--- config.mk ---
export PLATFORM = sky130hd
export DESIGN_NAME = keypad_scan_ctrl
export DESIGN_NICKNAME = d
export VERILOG_FILES = /design/src/rtl/keypad_pkg.sv /design/src/rtl/row_sync.sv /design/src/rtl/keypad_scan_ctrl.sv
export SDC_FILE = /design/constraint.sdc
export NUM_CORES = 1
export LEC_CHECK = 0
export ABC_AREA = 0
export BUFFER_PORTS_ARGS = -buffer_cell sky130_fd_sc_hd__buf_2
export CORE_MARGIN = 1
export CORE_UTILIZATION = 58
export CTS_CLUSTER_SIZE = 40
export DETAILED_ROUTE_END_ITERATION = 16
export GPL_TIMING_DRIVEN = 0
export HOLD_SLACK_MARGIN = 0.15
export PLACE_DENSITY = 0.78
export SYNTH_ARGS = -nofsm -noshare
export SYNTH_HDL_FRONTEND = slang
export SYNTH_SLANG_ARGS = --single-unit
--- constraint.sdc ---
create_clock -name clk -period 3 [get_ports clk]
set_clock_uncertainty 0.15 [all_clocks]
set_input_delay 0.45 -clock clk [delete_from_list [all_inputs] [get_ports clk]]
set_output_delay 0.45 -clock clk [all_outputs]
set_load 0.02 [all_outputs]
--- src/rtl/keypad_pkg.sv ---
// -----------------------------------------------------------------------------
// keypad_pkg
// Shared definitions for the keypad scanner.
//   kp_state_t      : scanner FSM states (SCAN, PRESS_DB, HELD, RELEASE_DB)
//   clog2_min1()    : ceil(log2(n)) but never below 1, for counter/index widths
//   key_code_width(): width of the key_code output for a ROWS x COLS matrix
// -----------------------------------------------------------------------------
package keypad_pkg;

    typedef enum logic [1:0] {
        ST_SCAN       = 2'd0,
        ST_PRESS_DB   = 2'd1,
        ST_HELD       = 2'd2,
        ST_RELEASE_DB = 2'd3
    } kp_state_t;

    function automatic int clog2_min1(input int n);
        return (n <= 2) ? 1 : $clog2(n);
    endfunction

    function automatic int key_code_width(input int rows, input int cols);
        return clog2_min1(rows * cols);
    endfunction

endpackage

--- src/rtl/row_sync.sv ---
// -----------------------------------------------------------------------------
// row_sync
// Two-flop synchronizer for the asynchronous, active-low keypad row lines.
// Both stages reset to all ones so that "no key pressed" is seen during and
// right after reset.
//   clk   : system clock
//   reset : asynchronous active-low reset
//   d     : raw row lines (asynchronous to clk)
//   q     : synchronized row lines
// -----------------------------------------------------------------------------
module row_sync #(
    parameter int WIDTH = 4
) (
    input  logic             clk,
    input  logic             reset,
    input  logic [WIDTH-1:0] d,
    output logic [WIDTH-1:0] q
);

    logic [WIDTH-1:0] meta_q;

    always_ff @(posedge clk or negedge reset) begin
        if (!reset) begin
            meta_q <= '1;
            q      <= '1;
        end else begin
            meta_q <= d;
            q      <= meta_q;
        end
    end

endmodule

--- src/rtl/keypad_scan_ctrl.sv ---
// -----------------------------------------------------------------------------
// keypad_scan_ctrl
// Matrix keypad scanner with press and release debouncing, no rollover.
// Columns are driven one-cold; rows are read active-low through row_sync.
// All FSM decisions happen on the internal scan tick (one clk every SCAN_DIV).
//
// Handshake: key_valid is a single-clk pulse with key_code already valid in
// the same cycle; there is no ready, the consumer must take it that cycle.
// key_code then holds until the next accepted press.
//
// Ports
//   clk         : system clock
//   reset       : asynchronous active-low reset
//   keypad_hori : raw row lines, active-low, asynchronous [ROWS]
//   keypad_vert : column drive, one-cold [COLS]
//   key_code    : last accepted key, row*COLS + col
//   key_valid   : one-clk pulse on each accepted press
//   key_held    : high from acceptance until debounced release completes
//   dbg_state   : current FSM state encoding (kp_state_t)
// -----------------------------------------------------------------------------
module keypad_scan_ctrl
    import keypad_pkg::*;
#(
    parameter int ROWS            = 4,
    parameter int COLS            = 4,
    parameter int SCAN_DIV        = 192000,
    parameter int DEBOUNCE_CYCLES = 4
) (
    input  logic                                   clk,
    input  logic                                   reset,
    input  logic [ROWS-1:0]                        keypad_hori,
    output logic [COLS-1:0]                        keypad_vert,
    output logic [key_code_width(ROWS, COLS)-1:0]  key_code,
    output logic                                   key_valid,
    output logic                                   key_held,
    output logic [1:0]                             dbg_state
);

    localparam int KW  = key_code_width(ROWS, COLS);
    localparam int RW  = clog2_min1(ROWS);
    localparam int CLW = clog2_min1(COLS);
    localparam int DW  = clog2_min1(SCAN_DIV);
    localparam int CW  = clog2_min1(DEBOUNCE_CYCLES + 1);

    // ---------------- row synchronizer ----------------
    logic [ROWS-1:0] row_sync_q;

    row_sync #(.WIDTH(ROWS)) u_row_sync (
        .clk   (clk),
        .reset (reset),
        .d     (keypad_hori),
        .q     (row_sync_q)
    );

    logic [ROWS-1:0] row_act;
    logic            any_row;
    logic [RW-1:0]   low_row;

    assign row_act = ~row_sync_q;
    assign any_row = |row_act;

    // Downward scan so the lowest active index is the last one written.
    always_comb begin
        low_row = '0;
        for (int i = ROWS - 1; i >= 0; i--) begin
            if (row_act[i]) low_row = RW'(i);
        end
    end

    // ---------------- scan tick divider ----------------
    logic [DW-1:0] div_cnt;
    logic          tick;

    assign tick = (div_cnt == DW'(SCAN_DIV - 1));

    always_ff @(posedge clk or negedge reset) begin
        if (!reset)    div_cnt <= '0;
        else if (tick) div_cnt <= '0;
        else           div_cnt <= div_cnt + DW'(1);
    end

    // ---------------- FSM ----------------
    kp_state_t      state, state_n;
    logic [CLW-1:0] col, col_n, col_inc;
    logic [RW-1:0]  row_lat, row_lat_n;
    logic [CW-1:0]  db_cnt, db_cnt_n;
    logic [KW-1:0]  code_n;
    logic           valid_n, held_n;
    logic           db_last;

    assign col_inc = (col == CLW'(COLS - 1)) ? '0 : col + CLW'(1);
    // True on the tick whose increment makes the count reach DEBOUNCE_CYCLES.
    assign db_last = (db_cnt == CW'(DEBOUNCE_CYCLES - 1));

    always_ff @(posedge clk or negedge reset) begin
        if (!reset) begin
            state     <= ST_SCAN;
            col       <= '0;
            row_lat   <= '0;
            db_cnt    <= '0;
            key_code  <= '0;
            key_valid <= 1'b0;
            key_held  <= 1'b0;
        end else begin
            state     <= state_n;
            col       <= col_n;
            row_lat   <= row_lat_n;
            db_cnt    <= db_cnt_n;
            key_code  <= code_n;
            key_valid <= valid_n;
            key_held  <= held_n;
        end
    end

    always_comb begin
        state_n   = state;
        col_n     = col;
        row_lat_n = row_lat;
        db_cnt_n  = db_cnt;
        code_n    = key_code;
        valid_n   = 1'b0;
        held_n    = key_held;
        if (tick) begin
            case (state)
                ST_SCAN: begin
                    if (!any_row) begin
                        col_n = col_inc;
                    end else begin
                        row_lat_n = low_row;
                        db_cnt_n  = '0;
                        state_n   = ST_PRESS_DB;
                    end
                end
                ST_PRESS_DB: begin
                    // Column stays frozen; a mismatch drops back to SCAN on
                    // the same column so the key is re-examined next tick.
                    if (any_row && (low_row == row_lat)) begin
                        db_cnt_n = db_cnt + CW'(1);
                        if (db_last) begin
                            state_n = ST_HELD;
                            code_n  = KW'(int'(row_lat) * COLS + int'(col));
                            valid_n = 1'b1;
                            held_n  = 1'b1;
                        end
                    end else begin
                        state_n = ST_SCAN;
                    end
                end
                ST_HELD: begin
                    // Any row on the frozen column keeps the hold (no rollover).
                    if (!any_row) begin
                        db_cnt_n = '0;
                        state_n  = ST_RELEASE_DB;
                    end
                end
                ST_RELEASE_DB: begin
                    if (any_row) begin
                        state_n = ST_HELD;
                    end else begin
                        db_cnt_n = db_cnt + CW'(1);
                        if (db_last) begin
                            held_n  = 1'b0;
                            col_n   = col_inc;
                            state_n = ST_SCAN;
                        end
                    end
                end
                default: state_n = ST_SCAN;
            endcase
        end
    end

    // ---------------- outputs ----------------
    assign keypad_vert = ~(COLS'(1) << col);
    assign dbg_state   = state;

endmodule

# --- After elaboration in Yosys (flattened, before gate mapping) ---
# Index checks and enable logic that the tools add are counted.
word_totals:
  reg_bits: 41
  latchBits: 0
  mem_bits_rw: 0
  rom_bits: 0
  inputBits: 6
  out_inout_bits: 12
  mem_count: 0
op_classes:
  addsub: 4
  n_mul: 0
  div: 0
  magnitude_cmp: 0
  eq_ne: 16
  shift: 1
  mux: 31
  n_bitwise: 2
  reduce_logical: 11
op_table:
  columns: ["op", "n"]
  rows:
  - ["$mux 2", 14]
  - ["$add 18x1->18 const B", 1]
  - ["$eq 18x18->1 const B", 1]
  - ["$mux 18", 1]
  - ["$reduce_and 5->1", 3]
  - ["$ne 2x2->1 const B", 7]
  - ["$mux 3", 4]
  - ["$pmux 3 s4", 1]
  - ["$mux 1", 8]
  - ["$not 4->4", 2]
  - ["$pmux 2 s4", 1]
  - ["$eq 2x2->1 const B", 3]
  - ["$ne 3x3->1 const B", 2]
  - ["$reduce_and 6->1", 1]
  - ["$add 4x2->4", 1]
  - ["$pmux 2 s2", 1]
  - ["$reduce_and 4->1", 1]
  - ["$reduce_bool 2->1", 2]
  - ["$reduce_or 4->1", 1]
  - ["$shl 1x2->4 const A", 1]
  - ["$add 3x1->3 const B", 1]
  - ["$eq 3x2->1 const B", 1]
  - ["$reduce_and 3->1", 1]
  - ["$add 2x1->2 const B", 1]
  - ["5 further kinds", 5]

# --- Longest topological paths before layout ---
# Gate-level depths: netlist (run 1).
depth:
  word_depth: 10
  ltp_mapped: 7
  mapped_depth_nobuf: 5

# --- Modules after synthesis ---
# From an unflattened synthesis (run 1), not the netlist that was laid out.
unflattened:
  cells_unflattened: 174
  area_unflattened_um2: 1964.4
modules_own_cells:
  columns: ["module", "instances", "cells_per_inst", "area_each_um2", "seq_area_each_um2"]
  rows:
  - ["keypad_scan_ctrl", 1, 166, 1754.2, 825.8]
  - ["row_sync", 1, 8, 210.2, 210.2]

# --- Least setup slack after synthesis (run 1) ---
# No wires, ideal clock.
synth_path:
  path_type: "register to register"
  startpoint: "register div_cnt[12]"
  endpoint: "register key_code[0]"
  t_arrival_ps: 1916
  path_slack_ps: 809
  path_stages_with_launch: 7
  path_cell_list: "dfrtp_1 nor4b_4 and3_1 and4_4 or3b_1 buf_6 mux2_4"
synth_between:
  elab_chain_len: 2
synth_lines:
  columns: ["item", "line_no", "rtl"]
  rows:
  - ["start: declaration", "keypad_scan_ctrl.sv:71", "logic [DW-1:0] div_cnt;"]
  - ["start signal: assignment", "keypad_scan_ctrl.sv:79", "else div_cnt <= div_cnt + DW'(1);"]
  - ["$eq 18x18->1", "keypad_scan_ctrl.sv:74", "assign tick = (div_cnt == DW'(SCAN_DIV - 1));"]
  - ["$reduce_and 4->1 (no line)", null, null]
  - ["end signal: assignment", "keypad_scan_ctrl.sv:109", "key_code <= code_n;"]
  - ["end: declaration", "keypad_scan_ctrl.sv:33", "output logic [key_code_width(ROWS, COLS)-1:0] key_code,"]
# Every way passes these cells.
# A chain may end at the register's enable or synchronous reset.

# --- Worst setup path in the final report (run 1) ---
layout_path:
  startpoint: "register div_cnt[12]"
  endpoint: "register key_code[1]"
# The elaborated chain is that of the path after synthesis.

==> results of run 1 <==
-- layer usage --
layer / up-vias / track usage, % / wire, um
met5: - / 0 / 0
met4: 0 / 9.97 / 53
met3: 7 / 4.55 / 117
met2: 25 / 37.6 / 1730
met1: 629 / 27.0 / 1530
li1: 641 / - / -
-- flip-flops by register name, summed over array words and instances (netlist names) --
register and count:
row_lat 2, key_code 4, u_row_sync.q 4, key_valid 1, u_row_sync.meta_q 4, div_cnt 18, col 2, dbg_state 2
key_held 1, db_cnt 3
-- power by group --
part | internal, mW | switching [mW]
sequential | 0.563 | 0.00411
clock | 0.0905 | 0.187
combinational | 0.0100 | 0.0164
total | 0.663 | 0.207
-- synthesized netlist by cell type, drive strengths merged, types with 2 or more instances --
master	n	share of area (%)
ha	7	4.5
dfstp	8	11
mux2i	2	1.0
inv	7	1.4
nand3	14	3.6
nand4	5	1.9
nand2	10	1.9
a21oi	2	0.52
nor2	13	2.5
nand4b	2	0.90
buf	2	1.2
xor2	9	4.1
o21ai	3	0.77
mux2	7	4.8
and4	5	2.5
and3	8	3.0
dfrtp	33	43
a31oi	2	0.65
xnor2	6	2.7
o31ai	2	0.77
clkbuf	3	0.58
a211oi	3	1.2
-- metrics by stage --
| step | hold slack (ns) | cells | total power [mW] |
|---|---|---|---|
| global placement | 0.196 | 227 | 0.597 |
| global route | 0.218 | 240 | 0.906 |
| detailed placement | 0.199 | 227 | 0.599 |
| floorplan | 0.00441 | 166 | 0.582 |
| finish | 0.215 | 240 | 0.870 |
| CTS | 0.216 | 240 | 0.878 |
-- cells in the final DEF (no fill, tap or decap), drive strengths merged, types with 3 or more instances in the layout --
cell type,netlist,final
a211oi,3,3
and3,8,8
and4,5,5
buf,2,19
clkbuf,3,8
clkinvlp,0,3
dfrtp,33,33
dfstp,8,8
dlygate4sd3,0,5
ha,7,7
inv,7,7
mux2,7,7
nand2,10,10
nand3,14,14
nand4,5,5
nor2,13,13
o21ai,3,3
xnor2,6,6
xor2,9,9
-- cell type report --
cell class / count / area, um2
plain buffers: 5 / 33.8
clock buffers: 5 / 37.5
clock inverters: 3 / 22.5
fillers: 250 / 916
inverters: 7 / 26.3
multi-input cells: 113 / 841
flip-flops and latches: 41 / 1040
well taps: 44 / 55.1
repair buffers: 22 / 135
-- final timing paths --
kind,start,end,slack [ns],cells after the start
max in group asynchronous,reset,row_lat[0]$_DFFE_PN0P_,1.58,2
worst min-delay path,u_row_sync.meta_q[2]$_DFF_PN1_,u_row_sync.q[2]$_DFF_PN1_,0.21,0
worst max-delay path,div_cnt[12]$_DFF_PN0_,key_code[1]$_DFFE_PN0P_,0.69,6
worst max register to register,div_cnt[12]$_DFF_PN0_,key_code[1]$_DFFE_PN0P_,0.69,6
worst min register to register,u_row_sync.meta_q[2]$_DFF_PN1_,u_row_sync.q[2]$_DFF_PN1_,0.21,0
min in group asynchronous,reset,div_cnt[17]$_DFF_PN0_,0.57,2
-- what timing repair did --
action / in CTS / in global routing
hold endpoints to repair: 37 / 0
resized for setup: 0 / 0
setup endpoints to repair: 0 / 0
hold buffers: 5 / 0
-- kinds of logic after synthesis --
kind of cell,Yosys count,synth area share (%)
simple gates,67,21.2
xor+xnor,15,6.78
flops,41,53.5
mux,9,5.88
buf+inv,12,3.10
compound gates,15,5.04
fa+ha+maj,7,4.52
==> summary.txt, run 1 <==
Logic synthesis
  • Async S/R FF share, synth: 100%
  • Post-Syn Area: between 1500 and 2000 um2
  • Top FF cell, synth: dfrtp_1
  • Mapped Nets: between 150 and 200
  • Register area share after synthesis: between 50 and 60%
  • Synth cell types: 41
  • Number of enable flip-flop cells after synthesis: 0
  • Mean Syn Cell Area: ~12 um2
  • Cells after Synth: 166
  • FF+latch count, synth: 41
  • Warnings from Yosys: 0

Global route
  • Gr ovfl total: 0
  • Largest net degree at the start of global routing: 42
  • First-pass GRT wire length: 5.73 mm
  • Total Routing Usage GR: between 20% and 30%
  • Initial antenna violation count: 0
  • Vias in the first global route: 1276

Timing
  • Final Critical Period: 2.31 ns
  • Max Transition Viols Final: 0
  • Max Fclk: 0.434 GHz
  • RSZ-0062 raised after global routing: false
  • Final setup violation count: 0
  • Slew at the pin closest to its max-slew limit: 0.925 ns
  • Final hold violations: 0
  • Setup TNS: 0 ns
  • Max transition margin: roughly 38%
  • Crit share post-route: between 70% and 80%
  • Final worst setup slack: 0.695 ns

Setup path
  • CP peak stage delay: 0.47 ns
  • Crit path max-delay family: simple AND/OR/NAND/NOR gates
  • Critical path cell sequence: nor4b_4, and3_1, and4_4, or3b_1, buf_6, mux2_4
  • Crit-path slowest cell: dfrtp_1
  • CP Buf/Inv Count: 1
  • Crit Path Category: reg2reg
  • CP endpoint kind: register
  • CP required: roughly 3.1 ns
  • Worst-path maximum fanout: 6
  • Crit path DAT: approximately 2.4 ns
  • Crit start category: register

Placed design
  • GP Congestion: 0.759
  • Post-DP HPWL: about 2.4 mm
  • Setup WS pre-CTS: a little under 0.7 ns
  • Post-DP Area: 2080 um2
  • Number of port buffers: 17

Routing
  • Initial DRC count: 30
  • Final WL: 3.42 mm
  • Initial DRT Pass Iterations: 5
  • WL/cell: between 10 and 15 um
  • Vias: 1302
  • DR vias/cell: between 5 and 6
  • DR DRC count: 0
  • Post-route ant nets: 0

Floorplan
  • Initial Util: between 60% and 70%
  • Total die area: 3570 um2
  • I/O pin count: 18
  • Row cnt: 20
  • Chip Height: 59.8 um
  • Core ar.: slightly above 3000 um2
  • Die Wd: 59.8 um

Layout
  • NumNets Final: ~210
  • Final core area utilization: 70.5%
  • Share of cells above drive strength 1: 27.0%
  • ANT cells: 0
  • Post-Layout Inst Area: 2190 um2
  • Layout area overhead: 12.9%

Clock network
  • CTS Root Cell: clkbuf_4
  • Clock Tree Buf Depth: 2
  • Post-CTS setup buffers: 0
  • CTS sink cnt: just over 40
  • CTS Buf Count: 5
  • Htree depth: 2
  • CTS tree: yes
  • CTS clk-pin slew, worst paths: 0.13 ns
  • Worst-Skew Late Latency: 0.36 ns

Outcome
  • Outcome: completed

Min path
  • Min-delay worst type: reg2reg

Pwr
  • Max VDD drop: 0.310 mV
  • Leak: 1.06 nW
  • Pwr Density: 398 nW/um2

Flow run
  • Max-cap violations: 0
(Power assumes the default switching activity.)
==> run 2: changes to the inputs <==
--- a/config.mk
+++ b/config.mk
@@ -5,15 +5,15 @@
 export SDC_FILE = /design/constraint.sdc
 export NUM_CORES = 1
 export LEC_CHECK = 0
-export ABC_AREA = 0
+export ABC_AREA = 1
 export BUFFER_PORTS_ARGS = -buffer_cell sky130_fd_sc_hd__buf_2
 export CORE_MARGIN = 1
-export CORE_UTILIZATION = 58
+export CORE_UTILIZATION = 53
 export CTS_CLUSTER_SIZE = 40
 export DETAILED_ROUTE_END_ITERATION = 16
 export GPL_TIMING_DRIVEN = 0
 export HOLD_SLACK_MARGIN = 0.15
-export PLACE_DENSITY = 0.78
+export PLACE_DENSITY = 0.75
 export SYNTH_ARGS = -nofsm -noshare
 export SYNTH_HDL_FRONTEND = slang
 export SYNTH_SLANG_ARGS = --single-unit
==> constraint.sdc (replaced) <==
create_clock -name clk -period 1.9 [get_ports clk]
set_clock_uncertainty 0.15 [all_clocks]
set_input_delay 0.285 -clock clk [delete_from_list [all_inputs] [get_ports clk]]
set_output_delay 0.285 -clock clk [all_outputs]
set_load 0.02 [all_outputs]
==> run 2 against run 1 <==
Non-clock buffer count decreased by 3. Maximum frequency grew 29%. Via count is 27% higher. Sequential power rose by 57%. Flip-flop and latch count stayed put. Die area grew 17%. Area after synthesis is 7.4% higher.
==> summary.txt, run 2 <==
Setup path
  • Reg2Reg Capture Point: col[1]$_DFFE_PN0P_
  • Crit path DAT: 1.81 ns (-0.61 ns)
  • Reg-to-reg startpoint: db_cnt[0]$_DFFE_PN0P_
  • CP required: 1.93 ns (-1.18 ns)
  • CP Launch Point: db_cnt[0]$_DFFE_PN0P_
  • CP endpoint kind: register
  • Crit Path Category: reg2reg
  • Critical path capture point: col[1]$_DFFE_PN0P_
  • Crit start category: register
  • Worst r2r path cells: 9 (+3)
  • R2R setup slack: 0.12 ns (-0.58 ns)
  • Worst-path maximum fanout: 4 (-2)

Logic synthesis
  • Register area share after synthesis: 49.8% (-3.7 points)
  • FF+latch count, synth: 41 (unchanged)
  • Mean Syn Cell Area: 8.49 um2 (-27%)
  • Top cells by area, synth: dfrtp_1 (40%), nand2_1 (11%), dfstp_2 (10%), inv_1 (6.7%), nor2_1 (5.4%)
  • Top FF cell, synth: dfrtp_1
  • Largest area contributor in the netlist: dfrtp_1
  • Warnings from Yosys: 0 (unchanged)
  • Number of enable flip-flop cells after synthesis: 0 (unchanged)
  • Async S/R FF share, synth: 100% (unchanged)
  • Synth cell types: 31 (-24%)
  • Cells after Synth: 245 (+48%)
  • Post-synth top cells: nand2_1 (62), inv_1 (37), dfrtp_1 (33)
  • Post-Syn Area: 2080 um2 (+7.4%)
  • Mapped Nets: 258 (+44%)
  • Synth top area share: 39.7% (-2.9 points)
  • Top-count cell post-synth: nand2_1

Global route
  • Initial antenna violation count: 0 (unchanged)
  • Vias in the first global route: 1551 (+22%)
  • Met2 GRT Util: 34.2% (-3.4 points)
  • Largest net degree at the start of global routing: 42 (unchanged)
  • First-pass GRT wire length: 6.40 mm (+12%)
  • Gr ovfl total: 0 (unchanged)
  • Grt peak-use layer: met2
  • GR Util met3: 5.11% (+0.56 points)
  • Met1 Usage GRT: 24.2% (-2.8 points)
  • Total Routing Usage GR: 20.5% (-1.6 points)

Min path
  • Worst hold path depth: 0 (unchanged)
  • Min-delay worst type: reg2reg

Routing
  • DR vias/cell: 5.09 (-6.1%)
  • DR DRC count: 0 (unchanged)
  • Final WL: 3.76 mm (+9.7%)
  • Post-route ant nets: 0 (unchanged)
  • Initial DRC count: 85 (+180%)
  • WL/cell: 11.6 um (-19%)
  • Vias: 1655 (+27%)
  • Initial DRT Pass Iterations: 4 (-1)

Clock network
  • Htree depth: 2 (unchanged)
  • CTS Root Cell: clkbuf_8
  • CTS sink cnt: 41 (unchanged)
  • CTS clk-pin slew, worst paths: 0.08 ns (-0.05 ns)
  • Worst-Skew Late Latency: 0.29 ns (-0.07 ns)
  • CTS tree: yes
  • CTS Buf Count: 5 (unchanged)
  • Clock Tree Buf Depth: 2 (unchanged)

Pwr
  • Switching Fraction: 19.7% (-4.1 points)
  • Sequential share of power: 53.7% (-11 points)
  • Total internal power: 1.33 mW (+100%)
  • Pwr Density: 684 nW/um2 (+72%)
  • Sw power: 0.327 mW (+58%)
  • Clock power frac: 43.5% (+12 points)
  • Combinational share of power: 2.8% (-0.2 points)
  • Leak: 1.30 nW (+22%)
  • Max VDD drop: 0.514 mV (+66%)

Floorplan
  • Initial Util: 56.0% (-6.5 points)
  • Chip Height: 64.6 um (+8.1%)
  • Die Wd: 64.6 um (+8.1%)
  • Row cnt: 22 (+10%)
  • Total die area: 4180 um2 (+17%)
  • Core ar.: 3720 um2 (+20%)
  • I/O pin count: 18 (unchanged)

Layout
  • ANT cells: 0 (unchanged)
  • NumNets Final: 289 (+39%)
  • Largest Register: div_cnt
  • Most frequent cells in the layout: nand2_1 (61), inv_1 (37), dfrtp_1 (33), nor2_1 (30), buf_2 (17)
  • Final core area utilization: 65.3% (-5.2 points)
  • Fillers: 316 (+26%)
  • Most common cell after layout, fill and taps aside: nand2_1
  • Largest register FFs: 18 (unchanged)
  • Layout area overhead: 16.7%
  • Share of cells above drive strength 1: 20.9% (-6.1 points)
  • Post-Layout Inst Area: 2430 um2 (+11%)

Timing
  • Final setup violation count: 0 (unchanged)
  • Final hold violations: 0 (unchanged)
  • Slew at the pin closest to its max-slew limit: 0.884 ns (-0.0415 ns)
  • Max transition margin: 41.1% (+3.1 points)
  • Max Fclk: 0.561 GHz (+29%)
  • RSZ-0062 raised after global routing: true
  • Max Transition Viols Final: 0 (unchanged)
  • Final Critical Period: 1.78 ns (-0.523 ns)
  • Crit share post-route: 93.8% (+17 points)

Placed design
  • Post-DP Area: 2220 um2 (+7.1%)
  • Post-DP HPWL: 2.69 mm (+11%)
  • Number of port buffers: 17 (unchanged)
  • GP Congestion: 0.871 (+15%)

Outcome
  • Outcome: completed

Flow run
  • Max-cap violations: 0 (unchanged)
==> run 2: kinds of logic after synthesis <==
kind of cell / synth area share (%)
buf+inv: 7.28
compound gates: 5.11
fa+ha+maj: 4.21
xor+xnor: 2.53
flops: 49.8
simple gates: 31.0
==> run 2: layout make-up <==
| cell class | count | area, um2 | area share, % |
|---|---|---|---|
| repair buffers | 24 | 150 | 6.19 |
| multi-input cells | 164 | 908 | 37.4 |
| clock inverters | 1 | 30.0 | 1.24 |
| flip-flops and latches | 41 | 1040 | 42.7 |
| clock buffers | 7 | 86.3 | 3.56 |
| well taps | 48 | 60.1 | 2.48 |
| inverters | 40 | 155 | 6.40 |
==> run 2: worst min path at each step <==
stage | from | to | slack, ns
final | u_row_sync.meta_q[0]$_DFF_PN1_ | u_row_sync.q[0]$_DFF_PN1_ | 0.21
after CTS | u_row_sync.meta_q[0]$_DFF_PN1_ | u_row_sync.q[0]$_DFF_PN1_ | 0.21
after detailed placement | u_row_sync.meta_q[0]$_DFF_PN1_ | u_row_sync.q[0]$_DFF_PN1_ | 0.20
after floorplan | reset | col[0]$_DFFE_PN0P_ | -0.16
after global routing | u_row_sync.meta_q[0]$_DFF_PN1_ | u_row_sync.q[0]$_DFF_PN1_ | 0.21
after global placement | u_row_sync.meta_q[1]$_DFF_PN1_ | u_row_sync.q[1]$_DFF_PN1_ | 0.20
==> run 2: per-stage QoR <==
step	power (mW)	instances	setup TNS, ns	setup WS [ns]	hold slack, ns
final	1.66	325	0	0.117	0.209
after global placement	0.944	310	0	0.128	0.196
after floorplan	0.921	245	0	0.299	-0.161
after detailed placement	0.946	310	0	0.109	0.199
after CTS	1.68	323	0	0.0845	0.210
after global routing	1.72	325	-0.0437	-0.0216	0.213
==> run 2: power groups by stage <==
stage	Combinational (mW)	Clock [mW]	Sequential, mW
2_1_floorplan	0.0139	0	0.907
3_3_place_gp	0.0373	0	0.907
3_5_place_dp	0.0386	0	0.908
4_1_cts	0.0463	0.743	0.891
5_1_grt	0.0536	0.770	0.893
6_report	0.0463	0.721	0.892
==> run 2: critical path, stage by stage (launching register included) <==
cell,delay [ns]
dfrtp_1,0.40
ha_1,0.21
ha_1,0.23
nand2_1,0.09
inv_1,0.05
o21ai_0,0.20
nor2_2,0.09
buf_4,0.14
nand2_1,0.04
o21ai_0,0.07
==> run 2: timing repair <==
item | 4_1_cts | 5_1_grt
setup endpoints to repair | 0 | 11
resized for setup | 0 | 6
hold buffers | 5 | 0
setup buffers | 0 | 2
endpoints found under the hold margin | 37 | 0
==> run 2: per-layer routing <==
layer / up-vias / share of wire (%)
li1: 824 / -
met1: 784 / 45
met2: 39 / 49
met3: 8 / 4.4
met4: 0 / 2.3
met5: - / 0
==> run 3: changes to the inputs <==
--- a/config.mk
+++ b/config.mk
@@ -6,14 +6,14 @@
 export NUM_CORES = 1
 export LEC_CHECK = 0
 export ABC_AREA = 1
-export BUFFER_PORTS_ARGS = -buffer_cell sky130_fd_sc_hd__buf_2
 export CORE_MARGIN = 1
-export CORE_UTILIZATION = 53
+export CORE_UTILIZATION = 56
 export CTS_CLUSTER_SIZE = 40
 export DETAILED_ROUTE_END_ITERATION = 16
+export DONT_BUFFER_PORTS = 1
 export GPL_TIMING_DRIVEN = 0
 export HOLD_SLACK_MARGIN = 0.15
-export PLACE_DENSITY = 0.75
+export PLACE_DENSITY = 0.74
 export SYNTH_ARGS = -nofsm -noshare
 export SYNTH_HDL_FRONTEND = slang
 export SYNTH_SLANG_ARGS = --single-unit
==> run 3 against run 2 <==
Worst hold slack got worse by 0.00089 ns. Core utilization rose by 2.9 points. Setup slack improved by 0.026 ns.
==> summary.txt, run 3 (synthesized netlist as in run 2, its figures left out) <==
Global route
  • Initial antenna violation count: 0 (unchanged)
  • Vias in the first global route: 1539 (-0.77%)
  • Total Routing Usage GR: 21.8% (+1.3 points)
  • Gr ovfl total: 0 (unchanged)
  • Largest net degree at the start of global routing: 42 (unchanged)
  • First-pass GRT wire length: 6.59 mm (+2.9%)

Setup path
  • CP peak stage delay: 0.37 ns (-0.03 ns)
  • Levels on crit path: 10 (+1)
  • Crit path max-delay family: simple AND/OR/NAND/NOR gates
  • Crit path DAT: 1.80 ns (about the same)
  • Worst r2r path cells: 10 (+1)
  • CP required: 1.94 ns (about the same)
  • Crit Path Category: reg2reg
  • CP Buf/Inv Count: 1 (-1)
  • Critical path cell sequence: ha_1, nand2_1, inv_1, nand2_4, nor2_8, nand3_1, nor3_2, nand2_1, nand2_1, nand2_1
  • Cell mode on critical path: nand2_1
  • Worst-path maximum fanout: 4 (unchanged)
  • Crit start category: register
  • Crit-path slowest cell: dfrtp_1
  • CP endpoint kind: register

Floorplan
  • Row cnt: 21 (-4.5%)
  • Initial Util: 60.4% (+4.5 points)
  • Total die area: 3960 um2 (-5.2%)
  • Chip Height: 62.9 um (-2.6%)
  • I/O pin count: 18 (unchanged)
  • Die Wd: 62.9 um (-2.6%)
  • Core ar.: 3440 um2 (-7.4%)

Layout
  • Share of cells above drive strength 1: 16.5% (-4.4 points)
  • Reg area: 1040 um2 (+0.12%)
  • ANT cells: 0 (unchanged)
  • Largest Register: div_cnt
  • Post-Layout Cell Count: 306 (-5.8%)
  • NumNets Final: 272 (-5.9%)
  • Most common cell after layout, fill and taps aside: nand2_1
  • Largest register FFs: 18 (unchanged)
  • Area of the multi-input gates: 933 um2 (+2.8%)
  • Fillers: 292 (-7.6%)
  • Most frequent cells in the layout: nand2_1 (61), inv_1 (37), dfrtp_1 (32), nor2_1 (29), nand3_1 (12)
  • Layout area overhead: 12.9%

Clock network
  • Htree depth: 2 (unchanged)
  • CTS clk-pin slew, worst paths: 0.08 ns (about the same)
  • Worst-Skew Late Latency: 0.30 ns (about the same)
  • Clock Tree Buf Depth: 2 (unchanged)
  • CTS tree: yes
  • CTS sink cnt: 41 (unchanged)
  • CTS Root Cell: clkbuf_8
  • CTS Buf Count: 5 (unchanged)

Placed design
  • Setup WS pre-CTS: 0.115 ns (+0.00602 ns)
  • Cells after DPL: 291 (-6.1%)
  • GP Congestion: 0.832 (-4.5%)
  • Number of port buffers: 0 (-17)
  • Post-DP HPWL: 2.60 mm (-3.3%)

Timing
  • Max Transition Viols Final: 0 (unchanged)
  • Final worst setup slack: 0.143 ns (+0.0262 ns)
  • Max Fclk: 0.569 GHz (+1.5%)
  • Slew at the pin closest to its max-slew limit: 0.345 ns (-0.539 ns)
  • Final Critical Period: 1.76 ns (-0.0262 ns)
  • Hold Slack: 0.208 ns (-0.000890 ns)
  • Final setup violation count: 0 (unchanged)
  • RSZ-0062 raised after global routing: false
  • Crit share post-route: 92.4% (-1.4 points)
  • Final hold violations: 0 (unchanged)
  • Setup TNS: 0 ns (unchanged)
  • Max transition margin: 76.9% (+36 points)

Routing
  • DR vias/cell: 5.01 (-1.7%)
  • Final WL: 3.74 mm (-0.53%)
  • DR DRC count: 0 (unchanged)
  • Initial DRT Pass Iterations: 5 (+1)
  • Vias: 1532 (-7.4%)
  • WL/cell: 12.2 um (+5.6%)
  • Post-route ant nets: 0 (unchanged)
  • Initial DRC count: 94 (+11%)

Pwr
  • Max VDD drop: 0.585 mV (+14%)
  • Leak: 1.18 nW (-9.2%)
  • Pwr Density: 639 nW/um2 (-6.5%)

Min path
  • Min-delay worst type: reg2reg
  • Worst hold path depth: 0 (unchanged)

Flow run
  • Max-cap violations: 0 (unchanged)

Outcome
  • Outcome: completed
[run 3: worst paths after layout]
kind                                                 from                        end  slack [ns]
min in group asynchronous                           reset      db_cnt[0]$_DFFE_PN0P_        0.30
min reg2reg                u_row_sync.meta_q[2]$_DFF_PN1_  u_row_sync.q[2]$_DFF_PN1_        0.21
max                                  div_cnt[0]$_DFF_PN0_    key_code[3]$_DFFE_PN0P_        0.14
min                        u_row_sync.meta_q[2]$_DFF_PN1_  u_row_sync.q[2]$_DFF_PN1_        0.21
max in group asynchronous                           reset  u_row_sync.q[2]$_DFF_PN1_        1.04
max reg2reg                          div_cnt[0]$_DFF_PN0_    key_code[3]$_DFFE_PN0P_        0.14
[run 3: per-stage QoR]
step / power, mW / util [%] / cell area [um2]
6_report: 1.50 / 68.2 / 2350
5_1_grt: 1.56 / 68.2 / 2350
4_1_cts: 1.51 / 66.7 / 2290
3_5_place_dp: 0.924 / 62.1 / 2140
3_3_place_gp: 0.923 / 62.1 / 2140
2_1_floorplan: 0.921 / - / 2080
[run 3: layer usage]
layer / GRT usage, % / vias up / wire length, um
met5: 0 / - / 0
met2: 34.5 / 30 / 1790
li1: - / 787 / -
met1: 27.9 / 705 / 1720
met3: 4.56 / 10 / 133
met4: 11.6 / 0 / 95
[run 3: what timing repair did]
item                       in CTS  in global routing
setup buffers                   0                  1
gates resized for setup         0                 12
hold endpoints to repair       45                  0
setup endpoints to repair       0                 12
hold buffers                    6                  0
[run 3: final cells by class]
type,count,area share [%]
clock inverters,2,0.639
multi-input cells,164,39.7
clock buffers,6,3.09
inverters,40,6.61
well taps,46,2.45
flip-flops and latches,41,44.2
repair buffers,7,3.30
[run 3: where the power goes]
group / switching, mW / internal (mW)
registers: 0.00361 / 0.887
logic: 0.0310 / 0.0171
clock network: 0.303 / 0.259
